`config.mk`:
```
export PLATFORM = sky130hd
export DESIGN_NAME = pwm_multi
export DESIGN_NICKNAME = d
export VERILOG_FILES = /design/src/rtl/pwm_multi_pkg.sv /design/src/rtl/pwm_channel.sv /design/src/rtl/pwm_multi.sv
export SDC_FILE = /design/constraint.sdc
export NUM_CORES = 1
export LEC_CHECK = 0
export BUFFER_PORTS_ARGS = -buffer_cell sky130_fd_sc_hd__buf_2
export CAP_MARGIN = 20
export CORE_UTILIZATION = 60
export CTS_CLUSTER_DIAMETER = 60
export DETAILED_ROUTE_END_ITERATION = 10
export PLACE_DENSITY = 0.8
export SYNTH_ARGS = -nofsm -noshare
export SYNTH_HDL_FRONTEND = slang
export SYNTH_SLANG_ARGS = --single-unit
```
`constraint.sdc`:
```
create_clock -name clk -period 6.6 [get_ports clk]
set_input_delay 0.66 -clock clk [delete_from_list [all_inputs] [get_ports clk]]
set_output_delay 0.66 -clock clk [all_outputs]
set_load 0.05 [all_outputs]
```
`src/rtl/pwm_multi_pkg.sv`:
```
// Shared constants for the multi-channel PWM: register word offsets (addr[7:2]),
// CTRL bit positions and the byte-strobe merge helper used by the bus decoder.
package pwm_multi_pkg;

  localparam logic [5:0] REG_CTRL     = 6'h00;
  localparam logic [5:0] REG_PRESCALE = 6'h01;
  localparam logic [5:0] REG_PERIOD   = 6'h02;
  localparam logic [5:0] REG_POL      = 6'h03;
  localparam logic [5:0] REG_STATUS   = 6'h04;
  localparam logic [5:0] REG_COUNT    = 6'h05;
  localparam logic [5:0] REG_DUTY0    = 6'h08;

  localparam int CTRL_EN     = 0;
  localparam int CTRL_IRQ_EN = 1;

  // Replace only the strobed bytes of the current register value.
  function automatic logic [31:0] merge_bytes(input logic [31:0] cur,
                                              input logic [31:0] data,
                                              input logic [3:0]  strb);
    logic [31:0] res;
    for (int b = 0; b < 4; b++)
      res[8*b +: 8] = strb[b] ? data[8*b +: 8] : cur[8*b +: 8];
    return res;
  endfunction

endpackage

```
`src/rtl/pwm_channel.sv`:
```
// One PWM output: compares the shared counter against this channel's active
// duty, applies polarity, and parks at the idle level while the block is disabled.
module pwm_channel #(
  parameter int CW = 16
) (
  input  logic          clk,
  input  logic          resetn,
  input  logic          en,
  input  logic [CW-1:0] cnt,
  input  logic [CW-1:0] duty,
  input  logic          pol,
  input  logic          idle,
  output logic          out
);

  // NOTE: sequential state is assigned with <= so every flop samples pre-edge values.
  always_ff @(posedge clk or negedge resetn) begin
    if (!resetn) out <= 1'b0;
    else if (!en) out <= idle;
    else          out <= (cnt < duty) ^ pol;
  end

endmodule

```
`src/rtl/pwm_multi.sv`:
```
// Multi-channel PWM with a simple valid/ready register bus, shared prescaler and
// period counter, shadowed PERIOD/POL/DUTY that take effect only at period wrap.
module pwm_multi
  import pwm_multi_pkg::*;
#(
  parameter int NCH = 4,
  parameter int CW  = 16
) (
  input  logic           clk,
  input  logic           resetn,
  input  logic           valid,
  output logic           ready,
  input  logic [3:0]     wstrb,
  input  logic [31:0]    addr,
  input  logic [31:0]    wdata,
  output logic [31:0]    rdata,
  output logic [NCH-1:0] out,
  output logic           irq
);

  logic [1:0]     ctrl;
  logic [15:0]    prescale, pre;
  logic [CW-1:0]  period_sh, period_act, cnt;
  logic [NCH-1:0] pol_sh, pol_act;
  logic [CW-1:0]  duty_sh  [NCH];
  logic [CW-1:0]  duty_act [NCH];
  logic           wrap_flag;

  logic [5:0]  widx;
  logic [31:0] cur_val, wr_word;
  logic        wr_en, rd_req, wrap_clr;
  logic        en, tick, wrap_evt;
  logic        unused_bits;

  assign widx     = addr[7:2];
  assign wr_en    = valid && ready && (wstrb != 4'b0);
  assign rd_req   = valid && !ready && (wstrb == 4'b0);
  assign wrap_clr = wr_en && (widx == REG_STATUS) && wstrb[0] && wdata[0];
  assign wr_word  = merge_bytes(cur_val, wdata, wstrb);

  assign en       = ctrl[CTRL_EN];
  assign tick     = en && (pre >= prescale);
  assign wrap_evt = tick && (cnt == period_act);

  assign unused_bits = ^{addr[31:8], addr[1:0], wr_word};

  // NOTE: cur_val gets a default before the case so no path leaves it unassigned (no latch).
  always_comb begin
    cur_val = '0;
    case (widx)
      REG_CTRL:     cur_val = {30'b0, ctrl};
      REG_PRESCALE: cur_val = {16'b0, prescale};
      REG_PERIOD:   cur_val = 32'(period_sh);
      REG_POL:      cur_val = 32'(pol_sh);
      REG_STATUS:   cur_val = {31'b0, wrap_flag};
      REG_COUNT:    cur_val = 32'(cnt);
      default: begin
        for (int i = 0; i < NCH; i++)
          if (widx == REG_DUTY0 + 6'(i)) cur_val = 32'(duty_sh[i]);
      end
    endcase
  end

  // Bus side: handshake, read capture and software-visible registers.
  // NOTE: the small duty register arrays are reset like ordinary flops so they start at 0.
  always_ff @(posedge clk or negedge resetn) begin
    if (!resetn) begin
      ready     <= 1'b0;
      rdata     <= '0;
      ctrl      <= '0;
      prescale  <= '0;
      period_sh <= '0;
      pol_sh    <= '0;
      for (int i = 0; i < NCH; i++) duty_sh[i] <= '0;
    end else begin
      ready <= valid && !ready;
      rdata <= rd_req ? cur_val : '0;
      if (wr_en) begin
        case (widx)
          REG_CTRL:     ctrl      <= wr_word[1:0];
          REG_PRESCALE: prescale  <= wr_word[15:0];
          REG_PERIOD:   period_sh <= wr_word[CW-1:0];
          REG_POL:      pol_sh    <= wr_word[NCH-1:0];
          default: begin
            for (int i = 0; i < NCH; i++)
              if (widx == REG_DUTY0 + 6'(i)) duty_sh[i] <= wr_word[CW-1:0];
          end
        endcase
      end
    end
  end

  // Timebase: prescaler, period counter, shadow->active load, wrap status and irq.
  always_ff @(posedge clk or negedge resetn) begin
    if (!resetn) begin
      pre        <= '0;
      cnt        <= '0;
      period_act <= '0;
      pol_act    <= '0;
      for (int i = 0; i < NCH; i++) duty_act[i] <= '0;
      wrap_flag  <= 1'b0;
      irq        <= 1'b0;
    end else begin
      if (!en) begin
        pre <= '0;
        cnt <= '0;
      end else if (tick) begin
        // pre >= prescale also catches a PRESCALE shrunk below the running count.
        pre <= '0;
        cnt <= wrap_evt ? '0 : cnt + CW'(1);
      end else begin
        pre <= pre + 16'd1;
      end

      if (!en || wrap_evt) begin
        period_act <= period_sh;
        pol_act    <= pol_sh;
        for (int i = 0; i < NCH; i++) duty_act[i] <= duty_sh[i];
      end

      if (wrap_evt)      wrap_flag <= 1'b1;
      else if (wrap_clr) wrap_flag <= 1'b0;

      irq <= wrap_flag && ctrl[CTRL_IRQ_EN];
    end
  end

  for (genvar i = 0; i < NCH; i++) begin : g_ch
    pwm_channel #(.CW(CW)) u_ch (
      .clk    (clk),
      .resetn (resetn),
      .en     (en),
      .cnt    (cnt),
      .duty   (duty_act[i]),
      .pol    (pol_act[i]),
      .idle   (pol_sh[i]),
      .out    (out[i])
    );
  end

endmodule
```
### Word level (Yosys, flattened, before mapping)

Cells that the tools add are included.

| operators by class | value |
|---|---|
| add/sub/neg operators | 2 |
| $lt $le $gt $ge | 5 |
| equality and inequality tests | 11 |
| muxes and demuxes | 19 |
| bitwise logic cells | 5 |
| reduce and logical (&&, ||, !) cells | 26 |

Operator list:

| operator | count |
|---|---|
| case mux 32 bit (6 select lines) | 1 |
| two-way mux 32 bit | 4 |
| two-way mux 16 bit | 6 |
| < comparator 16 bit | 4 |
| adder 16 x 1 -> 16 bit, second input constant | 2 |
| equality test 6 x 4 -> 1 bit, second input constant | 4 |
| equality test 16 bit | 1 |
| greater-or-equal comparator 16 bit | 1 |
| two-way mux 8 bit | 2 |
| equality test 6 x 2 -> 1 bit, second input constant | 2 |
| equality test 6 x 3 -> 1 bit, second input constant | 2 |
| AND reduction 3 bit | 4 |
| logical AND 1 bit | 10 |
| AND reduction 2 bit | 4 |
| equality test 6 x 1 -> 1 bit, second input constant | 1 |
| zero test 6 bit | 1 |
| two-way mux 1 bit | 6 |
| zero test 4 bit | 1 |
| nonzero test 4 bit | 1 |
| OR reduction 4 bit | 1 |
| bitwise XOR 1 bit | 4 |
| zero test 1 bit | 2 |
| != test 2 x 1 -> 1 bit, second input constant | 1 |
| nonzero test 2 bit | 1 |
| 2 further kinds | 2 |

| storage, ports and cells | value |
|---|---|
| register bits | 257 |
| input port bits | 71 |
| output and inout port bits | 38 |
| logic and storage cells | 92 |

### Depth between registers and ports, before layout

Gate-level depths: netlist (run 1).

| depth | value |
|---|---|
| word-level depth | 7 |
| gate-level depth with buffers | 10 |
| depth with buffers taken out | 8 |

### By module

A second synthesis (run 1) with hierarchy kept.

| second synthesis, totals | value |
|---|---|
| cell total of the unflattened synthesis | 1,070 |
| area, all modules | 12,886.1 sq um |

Modules (own cells, without submodules):

| module | times used | cells an instance | area an instance (sq um) | seq. area each (sq um) |
|---|---|---|---|---|
| pwm_multi | 1 | 830 | 11,089.4 | 5,930.7 |
| pwm_channel | 4 | 60 | 449.2 | 25.0 |

### Worst setup path before layout (run 1)

Ideal clock, no wire load.

| timing path | value |
|---|---|
| path kind | in2reg |
| start point | input port addr[7] |
| end point | register duty_sh[53] (netlist name) |
| setup time | 125 ps |
| data arrival time | 2,605 ps |
| data required time | 6,475 ps |
| slack | 3,871 ps |
| stages | 7 |
| path buffers | 2 |
| cell sequence | nor3_1 > and2_1 > clkbuf_1 > nand4_1 > nor3_1 > buf_2 > mux2_2 |

| on the way | value |
|---|---|
| cells in the longest elaborated chain, start to end | 7 |
| elaborated cells between the ends (all ways) | 19 |
| classes of those cells | eq/ne: 9; mux: 6; bitwise: 1; reduce/logical: 3 |

RTL lines:

| what | line | text |
|---|---|---|
| from (decl) | pwm_multi.sv:14 | `input logic [31:0] addr,` |
| equality test 6 x 4 -> 1 bit | pwm_multi.sv:59, pwm_multi.sv:86 |  |
| two-way mux 16 bit | pwm_multi.sv:59 | `if (widx == REG_DUTY0 + 6'(i)) cur_val = 32'(duty_sh[i]);` |
| two-way mux 32 bit (3 in a row) | pwm_multi.sv:59 |  |
| case mux 32 bit (6 select lines) | pwm_multi.sv:50 | `case (widx)` |
| two-way mux 8 bit | pwm_multi_pkg.sv:22 | `res[8*b +: 8] = strb[b] ? data[8*b +: 8] : cur[8*b +: 8];` |
| to (signal, indexed assignment) | pwm_multi.sv:86 | `if (widx == REG_DUTY0 + 6'(i)) duty_sh[i] <= wr_word[CW-1:0];` |
| to (decl) | pwm_multi.sv:25 | `logic [CW-1:0] duty_sh [NCH];` |

Several ways; a longest one is shown, not always the timed one.
A chain may end at the register's enable or synchronous reset.

### Worst setup path in the final report (run 1)

| timing path | value |
|---|---|
| start point | register cnt[7] |
| end point | register period_act[5] |

| on the way | value |
|---|---|
| cells in the longest elaborated chain, start to end | 3 |

RTL lines:

| what | line | text |
|---|---|---|
| from (decl) | pwm_multi.sv:23 | `logic [CW-1:0] period_sh, period_act, cnt;` |
| from (signal assigned) | pwm_multi.sv:110 | `cnt <= wrap_evt ? '0 : cnt + CW'(1);` |
| equality test 16 bit | pwm_multi.sv:43 | `assign wrap_evt = tick && (cnt == period_act);` |
| logical AND 1 bit | pwm_multi.sv:43 |  |
| logical OR 1 bit | pwm_multi.sv:115 | `if (!en \|\| wrap_evt) begin` |
| to (signal assigned) | pwm_multi.sv:116 | `period_act <= period_sh;` |
| to (decl) | pwm_multi.sv:23 |  |

Every way passes these cells.

==> metrics, run 1 <==
WP buf/inv=1; Hold WC Path Type=in -> async; Die W=147 um; critical path's slowest cell=buf_4; Overflow after GRT=0; DP HPWL=20900 um; Hold Fails Final Rpt=0; Switching Fraction=31.7%; Clk pwr share=33.9%; worst setup margin=around 2.8 ns; largest net degree at the start of global routing=104; Tot Pwr=4.08 mW; CTS tree=done; RSZ-0062 raised after global routing=no; Finished Core Util=67.8%; EDFF count, synth=0; worst slack, placed=2.70 ns; Post-CTS Repair Setup Buffers=0; RR Startpoint=cnt[7]; CTS Buffer Depth=3; Cells after Synth=1074; worst hold slack=approximately 0.14 ns; CP peak stage delay=0.74 ns; Req. time, crit path=7.00 ns; clock skew=0.0177 ns; final setup vio count=0; Min Clock Period, post-route=between 3 and 4 ns; die area=21500 um2; Global Route Usage Sum=between 30 and 40%; Sum Neg Setup Slack=0 ns; worst skew pair latency=0.52 ns; dominant cells by area after synthesis=dfrtp_1, mux2_2, ha_1; M2 GR Usage=around 48%; Core Rows=52; clock sinks=241; Switch Pwr=1.29 mW; Yosys top cell by area=dfrtp_1; fin area=between 10000 and 15000 um2; Buffers on Ports=50; Synthesis Warnings=0; Via density=6.31; FMAX=0.265 GHz; top-count cell post-synth=dfrtp_1; final max-slew violation count=0; TritonCTS buffer count=25; PostCTS Resize Cnt=0; initial antenna violation count=0; IO Pins=109; dominant synthesized flop cell=dfrtp_1; outcome=finished clean; layout filler cell count=1468; met3 Track Usage GR=5.41%; met1 usage=40.8%; maximum fanout along the worst path=66; Worst R2R Path Depth=7; most used routing layer=met2; Final Non-Filler Cells=1406; #FFs+latches synth=241; crit path DAT=4.18 ns; fin nets=between 1000 and 1500; CP Launch Type=flip-flop; DR pass1 iterations=5; nature of the critical path endpoint=flip-flop; sequential share of power=about 43%; share of flip-flops with an asynchronous set or reset=100%; Residual DRC=0; share of total power in combinational logic=23.3%; core area=20400 um2; chip height=147 um; Syn Std Cell Area=12600 um2; worst-margin pin slew=between 1 and 1.5 ns; Synth top cells by count=dfrtp_1, mux2_2, inv_1; via count=8867; Worst R2R Setup Slack=2.82 ns; layout cells sized above 1=25.4%; power per cell area=just under 300 nW/um2; Ant. Diodes=0; clock transition at the registers of the reported paths=~0.07 ns; gpl congestion=about 0.89; Avg Synthesized Cell Area=11.7 um2; Area after DPL=about 13000 um2; Int Pwr=2.79 mW; routed len/inst=22.3 um; FF-to-FF End=period_act[5]; dpl cells=1362; period utilization=57.2%; cts hold-fix bufs=0; Total Wirelength=between 30000 and 40000 um; cell leakage power=approximately 6.8 nW; worst relative slew slack=32.0%; crit-path cells=xor2_1 > nor4_1 > nand4_1 > or4_1 > o31ai_4 > buf_4 > mux2_2; H-Tree Depth=1; CP Class=reg -> reg; VDD IR max=160 uV; DRT antenna net count=0; Synth top area share=roughly half; root buffer cell=clkbuf_16; Crit path max-delay family=simple AND/OR/NAND/NOR gates; Netlist cell types=58; Seq/Total Area, Yosys=48.0%; number of max-cap violations=0; area delta synth->final=9.95%; number of global-route vias before repair=9098; first-pass GRT wire length=50400 um; Initial Util=61.6%; initial DRC count=just over 800
## flip-flops by register name, indices dropped and copies added (netlist names), 2 cells and up
name and count:
cnt 16, ctrl 2, duty_act 64, duty_sh 64, g_ch.u_ch.out 4, period_act 16, period_sh 16, pol_act 4
pol_sh 4, pre 16, prescale 16, rdata 16
## metal layers
layer	wire [um]	part of all wire (%)	vias to the layer above
met5	0	0	-
met4	1550	4.9	0
met3	2410	7.7	94
met2	14700	47	384
met1	12800	41	4468
li1	-	-	3921
## how the worst max path moves through the flow
stage / from / end / slack, ns / cells after the start
3_3_place_gp: addr[7] / duty_sh[58] / 2.77 / 7
4_1_cts: cnt[0] / duty_act[47] / 2.91 / 7
6_report: cnt[7] / period_act[5] / 2.82 / 7
2_1_floorplan: addr[7] / duty_sh[53] / 3.87 / 7
3_5_place_dp: addr[7] / duty_sh[57] / 2.70 / 7
5_1_grt: cnt[7] / duty_act[22] / 2.77 / 7
## final cells by class
cell class	instances	area (um2)	share of cell area [%]
Clock inverter	8	67.6	0.490
Tap cell	270	338	2.45
Inverter	82	308	2.23
Multi-Input combinational cell	703	5940	43.0
Sequential cell	241	6030	43.7
Timing Repair Buffer	66	380	2.76
Clock buffer	36	737	5.34
## cells in the final DEF, fill, tap and decap left out, types with 18 or more instances in the layout
cell type and instances:
nand4_1 19, xor2_1 18, dfrtp_1 241, a21oi_1 43, nor2_1 63, mux2_1 30, nand2_1 51, mux2_2 153
buf_2 49, clkbuf_16 25, a21o_1 20, inv_1 82, o21ai_0 23, ha_1 78
## cell families after synthesis
logic type | synth area share (%)
AO/OA/AOI/OAI | 8.54
XOR/XNOR | 2.37
adder cells (fa/ha/maj) | 7.78
buffers and inverters | 5.26
flip-flops | 48.0
multiplexers | 19.5
other | 0.0299
AND/OR/NAND/NOR | 8.44
## power by group through the flow
stage	registers, mW	clock network (mW)	logic [mW]
2_1_floorplan	1.72	0	0.696
3_3_place_gp	1.76	0	0.910
3_5_place_dp	1.77	0	0.929
4_1_cts	1.74	1.40	0.943
5_1_grt	1.76	1.45	1.03
6_report	1.74	1.38	0.952
(Power assumes the default switching activity.)
==> run 2: changes to the inputs <==
==> constraint.sdc (replaced) <==
create_clock -name clk -period 3.5 [get_ports clk]
set_input_delay 0.35 -clock clk [delete_from_list [all_inputs] [get_ports clk]]
set_output_delay 0.35 -clock clk [all_outputs]
set_load 0.05 [all_outputs]
==> run 2 against run 1 <==
  * Sequential share of layout area down 1.1 points
  * Cell area up 2.5%
  * Maximum frequency up 29%
  * Flip-flop and latch count unchanged
  * First-iteration DRC count unchanged
  * Register-to-register slack worse by 2.2 ns
  * Worst setup slack worse by 2.2 ns
  * Critical path depth unchanged
  * Total power up 94%
  * Sequential power up 87%
  * Final cell count up 2.1%
  * Highest routed layer unchanged
==> metrics, run 2 (same netlist as run 1, synthesis figures left out) <==
DR pass1 iterations=6 (was 5); CTS Buffer Depth=3 (unchanged); Residual DRC=0 (unchanged); Req. time, crit path=3.91 ns (was 7.00 ns); crit path DAT=3.33 ns (was 4.18 ns); CP endpoint=duty_act[8] (was period_act[5]); fin area=14100 um2 (was 13800 um2); Global Route Usage Sum=30.9% (was 30.6%); period utilization=83.4% (was 57.2%); final max-slew violation count=0 (unchanged); largest registers=duty_act x64, duty_sh x64 (unchanged); PostCTS Resize Cnt=0 (unchanged); commonest non-fill, non-tap cell in the layout=dfrtp_1 (unchanged); worst skew pair latency=0.53 ns (was 0.52 ns); worst slack, placed=0.652 ns (was 2.70 ns); gpl congestion=0.917 (was 0.890); Worst R2R Path Depth=7 (unchanged); commonest cells after routing, fill and taps aside=dfrtp_1, mux2_2, inv_1 (unchanged); clock sinks=241 (unchanged); number of max-cap violations=0 (unchanged); Ant. Diodes=0 (unchanged); WP buf/inv=1 (unchanged); CP peak stage delay=0.56 ns (was 0.74 ns); Min Clock Period, post-route=2.92 ns (was 3.78 ns); worst-margin pin slew=0.857 ns (was 1.02 ns); clock transition at the registers of the reported paths=0.06 ns (was 0.07 ns); FMAX=0.342 GHz (was 0.265 GHz); via count=9019 (was 8867); fin nets=1296 (was 1268); RSZ-0062 raised after global routing=no (unchanged); Hold Fails Final Rpt=0 (unchanged); number of global-route vias before repair=9133 (was 9098); CTS tree=done (unchanged); Crit path max-delay family=simple AND/OR/NAND/NOR gates (unchanged); outcome=finished clean (unchanged); VDD IR max=350 uV (was 160 uV); initial antenna violation count=0 (unchanged); CP Launch Type=flip-flop (unchanged); crit-path cells=xor2_1 > nor4_1 > nand4_1 > or4_1 > o31ai_4 > buf_4 > mux2_2 (unchanged); maximum fanout along the worst path=24 (was 66); CP Depth=7 (unchanged); Buffers on Ports=50 (unchanged); DP HPWL=22000 um (was 20900 um); Overflow after GRT=0 (unchanged); worst hold slack=0.104 ns (was 0.145 ns); cell leakage power=6.94 nW (was 6.77 nW); Die W=147 um (unchanged); worst relative slew slack=42.9% (was 32.0%); DRT antenna net count=0 (unchanged); Total Wirelength=32100 um (was 31400 um); core area=20400 um2 (unchanged); Sum Neg Setup Slack=0 ns (unchanged); RR Startpoint=period_act[13] (was cnt[7]); root buffer cell=clkbuf_16 (unchanged); Initial Util=61.6% (unchanged); routed len/inst=22.3 um (about the same); die area=21500 um2 (unchanged); CP startpoint=period_act[13] (was cnt[7]); Worst R2R Setup Slack=0.58 ns (was 2.82 ns); Post-CTS Repair Setup Buffers=0 (unchanged); worst setup margin=0.579 ns (was 2.82 ns); area delta synth->final=12.7% (was 9.95%); layout cells sized above 1=26.8% (was 25.4%); power per cell area=558 nW/um2 (was 295 nW/um2); FF-to-FF End=duty_act[8] (was period_act[5]); first-pass GRT wire length=50900 um (was 50400 um); initial DRC count=807 (unchanged); Core Rows=52 (unchanged); Hold WC Path Type=in -> reg (was in -> async); chip height=147 um (unchanged); TritonCTS buffer count=26 (was 25); clock skew=0.0196 ns (was 0.0177 ns); nature of the critical path endpoint=flip-flop (unchanged); cts hold-fix bufs=1 (was 0); Area after DPL=13300 um2 (was 13000 um2); IO Pins=109 (unchanged); CP Class=reg -> reg (unchanged); H-Tree Depth=1 (unchanged); final setup vio count=0 (unchanged); critical path's slowest cell=or4_1 (was buf_4); Via density=6.29 (was 6.31); largest net degree at the start of global routing=108 (was 104)
## run 2: cell types whose count changed in the layout (fill, tap and decap cells not counted), sizes merged
cell,delta
clkinv,-3
clkbuf,+3
dlygate4sd3,+1
buf,+26
inv,+1
clkinvlp,+1
## run 2: worst min path at each step
stage                     startpoint          end  slack [ns]  cells past startpoint
final                          valid        ready        0.10                      2
after global routing           valid        ready         0.1                      2
after CTS                      valid        ready        0.09                      2
after detailed placement      resetn  duty_sh[54]        0.47                      1
after global placement        resetn  duty_sh[54]        0.46                      1
after floorplan               resetn       cnt[0]        0.05                      0
## run 2: layout make-up
cell class	count	area [um2]
Tap cell	270	338
Sequential cell	241	6030
Fill cell	1407	6220
Clock inverter	7	68.8
Inverter	82	308
Timing Repair Buffer	93	702
Clock buffer	39	761
Multi-Input combinational cell	703	5940
## run 2: metrics by stage
stage	utilization [%]	instances	power, mW
2_1_floorplan	-	1089	4.56
3_3_place_gp	65.3	1387	5.13
3_5_place_dp	65.3	1388	5.19
4_1_cts	69.5	1435	7.88
5_1_grt	69.5	1435	8.20
6_report	69.5	1435	7.89
## run 2: per-layer routing
metal | GRT usage, % | wire length, um | share of wire [%] | vias up
met1 | 42.8 | 13500 | 42 | 4558
met5 | 0 | 0 | 0 | -
li1 | - | - | - | 3986
met3 | 4.16 | 2220 | 6.9 | 84
met2 | 49.1 | 15000 | 47 | 391
met4 | 13.0 | 1280 | 4.0 | 0
## run 2: power breakdown
part | leakage [nW] | switching, mW | total, mW | internal [mW]
Sequential | 3.28 | 0.198 | 3.26 | 3.06
Clock | 0.402 | 1.11 | 2.68 | 1.57
Combinational | 3.26 | 1.18 | 1.95 | 0.770
